## src/rtl/lcd_seq_driver.sv

```systemverilog
// lcd_seq_driver: walks the LCD data ROM and writes each word to an
// HD44780-compatible controller over the 8-bit parallel bus. It uses
// timed delays only; the busy flag is never read.
//
// Ports:
//   CLK      - single clock, rising edge
//   RESET    - asynchronous active-high reset
//   START    - one-cycle pulse; restarts the sequence from address 0 (DONE only)
//   romaddr  - ROM address (7 bits)
//   romq     - ROM data, combinational w.r.t. romaddr (bit 8 = RS, 7:0 = DB)
//   LCD_E    - enable strobe
//   LCD_RS   - register select (0 = command, 1 = data)
//   LCD_RW   - read/write, tied to 0
//   LCD_DB   - data bus
//   BUSY     - high while the sequence runs
//   DONE     - high once the sequence has finished
module lcd_seq_driver #(
  parameter int unsigned T_PWRON = 750000,
  parameter int unsigned T_AS    = 2,
  parameter int unsigned T_PW    = 12,
  parameter int unsigned T_H     = 2,
  parameter int unsigned T_CMD   = 2000,
  parameter int unsigned T_CLR   = 82000,
  parameter int unsigned CNT_W   = 20
) (
  input  logic       CLK,
  input  logic       RESET,
  input  logic       START,
  output logic [6:0] romaddr,
  input  logic [8:0] romq,
  output logic       LCD_E,
  output logic       LCD_RS,
  output logic       LCD_RW,
  output logic [7:0] LCD_DB,
  output logic       BUSY,
  output logic       DONE
);

  typedef enum logic [2:0] {
    S_PWRON,
    S_FETCH,
    S_SETUP,
    S_PULSE,
    S_HOLD,
    S_WAIT,
    S_DONE
  } state_t;

  // Terminal counts: each phase lasts T cycles, counter runs 0..T-1.
  localparam logic [CNT_W-1:0] PWRON_LAST = CNT_W'(T_PWRON - 1);
  localparam logic [CNT_W-1:0] AS_LAST    = CNT_W'(T_AS - 1);
  localparam logic [CNT_W-1:0] PW_LAST    = CNT_W'(T_PW - 1);
  localparam logic [CNT_W-1:0] H_LAST     = CNT_W'(T_H - 1);
  localparam logic [CNT_W-1:0] CMD_LAST   = CNT_W'(T_CMD - 1);
  localparam logic [CNT_W-1:0] CLR_LAST   = CNT_W'(T_CLR - 1);

  localparam logic [8:0] WORD_TERM = 9'h0FF;
  localparam logic [6:0] ADDR_LAST = 7'd127;

  state_t           state;
  logic [CNT_W-1:0] cnt;
  logic [8:0]       word;
  logic [CNT_W-1:0] wait_last;

  // Clear display / return home need the long execution time.
  always_comb begin
    wait_last = CMD_LAST;
    if (word == 9'h001 || word == 9'h002 || word == 9'h003) begin
      wait_last = CLR_LAST;
    end
  end

  // Write-only interface.
  assign LCD_RW = 1'b0;

  // Sequencer with registered bus outputs.
  always_ff @(posedge CLK or posedge RESET) begin
    if (RESET) begin
      state   <= S_PWRON;
      cnt     <= '0;
      word    <= '0;
      romaddr <= '0;
      LCD_E   <= 1'b0;
      LCD_RS  <= 1'b0;
      LCD_DB  <= '0;
      BUSY    <= 1'b1;
      DONE    <= 1'b0;
    end else begin
      case (state)
        S_PWRON: begin
          if (cnt == PWRON_LAST) begin
            cnt   <= '0;
            state <= S_FETCH;
          end else begin
            cnt <= cnt + 1'b1;
          end
        end
        S_FETCH: begin
          word <= romq;
          if (romq == WORD_TERM) begin
            // Terminator: no bus write, RS/DB keep their last values.
            state <= S_DONE;
            BUSY  <= 1'b0;
            DONE  <= 1'b1;
          end else begin
            LCD_RS <= romq[8];
            LCD_DB <= romq[7:0];
            state  <= S_SETUP;
          end
        end
        S_SETUP: begin
          if (cnt == AS_LAST) begin
            cnt   <= '0;
            LCD_E <= 1'b1;
            state <= S_PULSE;
          end else begin
            cnt <= cnt + 1'b1;
          end
        end
        S_PULSE: begin
          if (cnt == PW_LAST) begin
            cnt   <= '0;
            LCD_E <= 1'b0;
            state <= S_HOLD;
          end else begin
            cnt <= cnt + 1'b1;
          end
        end
        S_HOLD: begin
          if (cnt == H_LAST) begin
            cnt   <= '0;
            state <= S_WAIT;
          end else begin
            cnt <= cnt + 1'b1;
          end
        end
        S_WAIT: begin
          if (cnt == wait_last) begin
            cnt <= '0;
            if (romaddr == ADDR_LAST) begin
              // End of ROM: stop without wrapping the address.
              state <= S_DONE;
              BUSY  <= 1'b0;
              DONE  <= 1'b1;
            end else begin
              romaddr <= romaddr + 7'd1;
              state   <= S_FETCH;
            end
          end else begin
            cnt <= cnt + 1'b1;
          end
        end
        S_DONE: begin
          LCD_E <= 1'b0;
          if (START) begin
            romaddr <= '0;
            DONE    <= 1'b0;
            BUSY    <= 1'b1;
            state   <= S_FETCH;
          end
        end
        default: begin
          state <= S_PWRON;
          cnt   <= '0;
        end
      endcase
    end
  end

endmodule

```

## config.mk

```make
export PLATFORM = sky130hd
export DESIGN_NAME = lcd_seq_driver
export DESIGN_NICKNAME = d
export VERILOG_FILES = /design/src/rtl/lcd_seq_driver.sv
export SDC_FILE = /design/constraint.sdc
export NUM_CORES = 1
export LEC_CHECK = 0
export CELL_PAD_IN_SITES_DETAIL_PLACEMENT = 0
export CELL_PAD_IN_SITES_GLOBAL_PLACEMENT = 1
export CORE_UTILIZATION = 48
export CTS_BUF_LIST = sky130_fd_sc_hd__clkbuf_2
export DETAILED_ROUTE_END_ITERATION = 8
export GPL_TIMING_DRIVEN = 1
export PLACE_DENSITY = 0.89
export SYNTH_ARGS = -nofsm -noshare
export SYNTH_HDL_FRONTEND = slang
export SYNTH_SLANG_ARGS = --single-unit
```

## constraint.sdc

```tcl
create_clock -name CLK -period 5.39 [get_ports CLK]
set_input_delay 1.078 -clock CLK [delete_from_list [all_inputs] [get_ports CLK]]
set_output_delay 1.078 -clock CLK [all_outputs]
set_load 0.05 [all_outputs]
```

==> out/qor.csv <==
stage;metric;value;unit
synthesis;yosysUniqueCellTypes;55;
power;fin_total_pwr;637;uW
placement;dpl.hpwl;4.44;mm
power;vdd_drop_max;140;uV
die;fp.dieH;78.1;um
synthesis;synth.ff_latch_count;51;
timing;final_max_slew_viol_count;0;
global_routing;first_global_vias;2285;
worst_setup_path;critPathSlowestCell;or4_4;
worst_setup_path;required;5710;ps
timing;tightest_slew;1070;ps
die;initial_core_util;50.2;%
synthesis;synth-edff-count;0;
power;power_density;201;nW/um^2
worst_setup_path;critPathKind;reg2reg;
global_routing;grt_use_total;23.1;%
timing;min_period;2920;ps
clock_network;cts-resized-gates;0;
clock_network;clk_pin_slew;260;ps
worst_setup_path;slowest_delay;570;ps
timing;setup_violations;0;
global_routing;grt-ovfl-total;0;
clock_network;htreeDepth;2;
clock_network;cts_hold_buf;0;
synthesis;syn-cell-area;2780;um^2
clock_network;tritoncts;done;
die;die_w;78.1;um
power;leakagePower;1.31;nW
clock_network;cts_buffer_depth;2;
outcome;status;finished clean;
worst_setup_path;cp_max_fo;15;
timing;fmaxAchievable;343;MHz
timing;clock_skew;20.3;ps
synthesis;synthCells;309;
worst_setup_path;crit_path_cell_trace;or4_1, or4_4, o21ai_2, nand2_2, nor2_1, o22ai_1;
clock_network;cts_num_sinks;51;
finish;n_antenna_cell;0;
synthesis;syn_nets;324;
detailed_routing;vias_per_cell;5.94;
detailed_routing;first_pass_iters;5;
worst_setup_path;crit_arrival;3240;ps
detailed_routing;drtAntennaViolNets;0;
die;dieArea;6100;um^2
clock_network;cts_buffers;5;
synthesis;yosysWarningCount;0;
detailed_routing;route.detailed.drc;0;
die;core;5540;um^2
synthesis;synthArstFlopShare;100;%
timing;hold_viol;0;
placement;gp_congestion;0.825;
finish;fin_nets;346;
global_routing;grt_start_max_net_pins;52;
finish;fill_cells;505;
placement;placement.io_buffers;30;
timing;fin_crit_sh;54.2;%
finish;final_common_cell;nand2_1;
timing;slew_headroom;28.6;%
worst_setup_path;crit_path_start_kind;flip-flop;
die;rows;27;
finish;seqCellArea;1280;um^2
clock_network;cts_setup_buffers;0;
finish;syn_to_final_growth;14.0;%
global_routing;antenna_found_initial;0;
detailed_routing;wl_per_cell;15.7;um
detailed_routing;finalWirelength;6.35;mm
die;pin_count;32;
timing;rsz0062_at_grt;false;
synthesis;yosysSeqAreaShare;46.0;%
run;maxCapViolations;0;
clock_network;cts_root_buf;clkbuf_2;
finish;layout_common_cells;53 x nand2_1, 50 x dfrtp_1, 30 x clkdlybuf4s50_1;
synthesis;syn_area_per_cell;8.99;um^2
clock_network;worstSkewPairLatency;450;ps
detailed_routing;drt-initial-drc-count;206;
detailed_routing;vias;2398;
worst_hold_path;min_path_type;reg2reg;
timing;setup_tns;0;ps
worst_setup_path;endpoint_kind;flip-flop;
synthesis;ys.flop_type;dfrtp_1;
finish;layout-drive-gt1-share;8.73;%
finish;multi_input_area;1400;um^2
global_routing;grt_pass1_wl;11.1;mm
-- routing by layer --
metal  vias to the layer above  part of all wire [%]  GRT usage (%)
li1                       1174                     -              -
met1                      1151                    48           33.4
met2                        64                    46           35.6
met3                         9                   4.0           3.95
met4                         0                   1.1           6.48
met5                         -                     0              0
-- area by class of cell --
class,count,share of cell area [%]
multi-input combinational,235,44.3
sequential,51,40.3
timing repair buffer,30,9.47
tap,72,2.84
clock inverter,3,1.34
inverter,8,0.947
clock buffer,5,0.790
-- logic make-up (layout without fill, tap and decap cells) --
kind of cell	Yosys count	in the layout	synth area share [%]
other	1	1	0.135
adders and majority gates	3	3	1.35
muxes	10	10	4.05
DFF	51	51	46.0
xor gates and xnor gates	4	4	1.26
buffers and inverters	23	46	3.51
and+or+nand+nor	143	143	26.2
AOI/OAI and AO/OA	74	74	17.6
-- cells in the mapped netlist (3+ instances only) --
library cell,n,area (um^2)
nand2_1,53,199
dfrtp_1,50,1250
o21ai_0,19,95.1
nor2_1,18,67.6
nand3_1,17,85.1
nor3_1,12,60.1
clkbuf_1,10,37.5
o21ai_1,9,45.0
inv_1,8,30.0
mux2_2,7,78.8
a21oi_1,6,30.0
and3_1,6,37.5
nand4_1,6,37.5
a31oi_1,5,31.3
o22ai_1,5,31.3
o2bb2ai_1,5,43.8
nor4_1,4,25.0
or2_2,4,25.0
or3_1,4,25.0
or4_1,4,30.0
and2_1,3,18.8
buf_2,3,15.0
ha_1,3,37.5
o211ai_1,3,22.5
o22a_1,3,26.3
o31ai_1,3,22.5
-- report_power, final --
| group | switching, mW | total, mW | internal (mW) |
|---|---|---|---|
| clock | 0.129 | 0.208 | 0.0788 |
| combinational | 0.0259 | 0.0405 | 0.0146 |
| sequential | 0.00167 | 0.388 | 0.387 |
-- critical path: cells and delay by family (launching register included) --
kind | cells | cell delay [ps]
and+or+nand+nor | 4 | 1910
DFF | 1 | 490
AOI/OAI and AO/OA | 2 | 380
-- state kept, by name, indices dropped and copies added (netlist names) --
name	count
BUSY	1
DONE	1
LCD_DB	8
LCD_E	1
LCD_RS	1
cnt	20
romaddr	7
state	3
word	9
-- per-stage QoR --
step | std cells | instance area (um^2) | utilization, % | hold WS [ps] | setup WS, ps
floorplan | 309 | 2780 | - | 446 | 2980
global placement | 396 | 3100 | 56.0 | 463 | 2500
detailed placement | 396 | 3100 | 56.0 | 464 | 2380
CTS | 404 | 3170 | 57.2 | 520 | 2430
global route | 404 | 3170 | 57.2 | 537 | 2220
finish | 404 | 3170 | 57.2 | 513 | 2470
-- worst paths after layout --
kind / endpoint / slack (ps) / startpoint / depth (start not counted)
max reg2reg: cnt[5] / 2470 / cnt[11] / 6
min: word[1] / 510 / word[1] / 2
min in group asynchronous: cnt[0] / 1140 / RESET / 2
max in group asynchronous: word[5] / 3570 / RESET / 2
max: cnt[5] / 2470 / cnt[11] / 6
min reg2reg: word[1] / 510 / word[1] / 2
(Power assumes the default switching activity.)
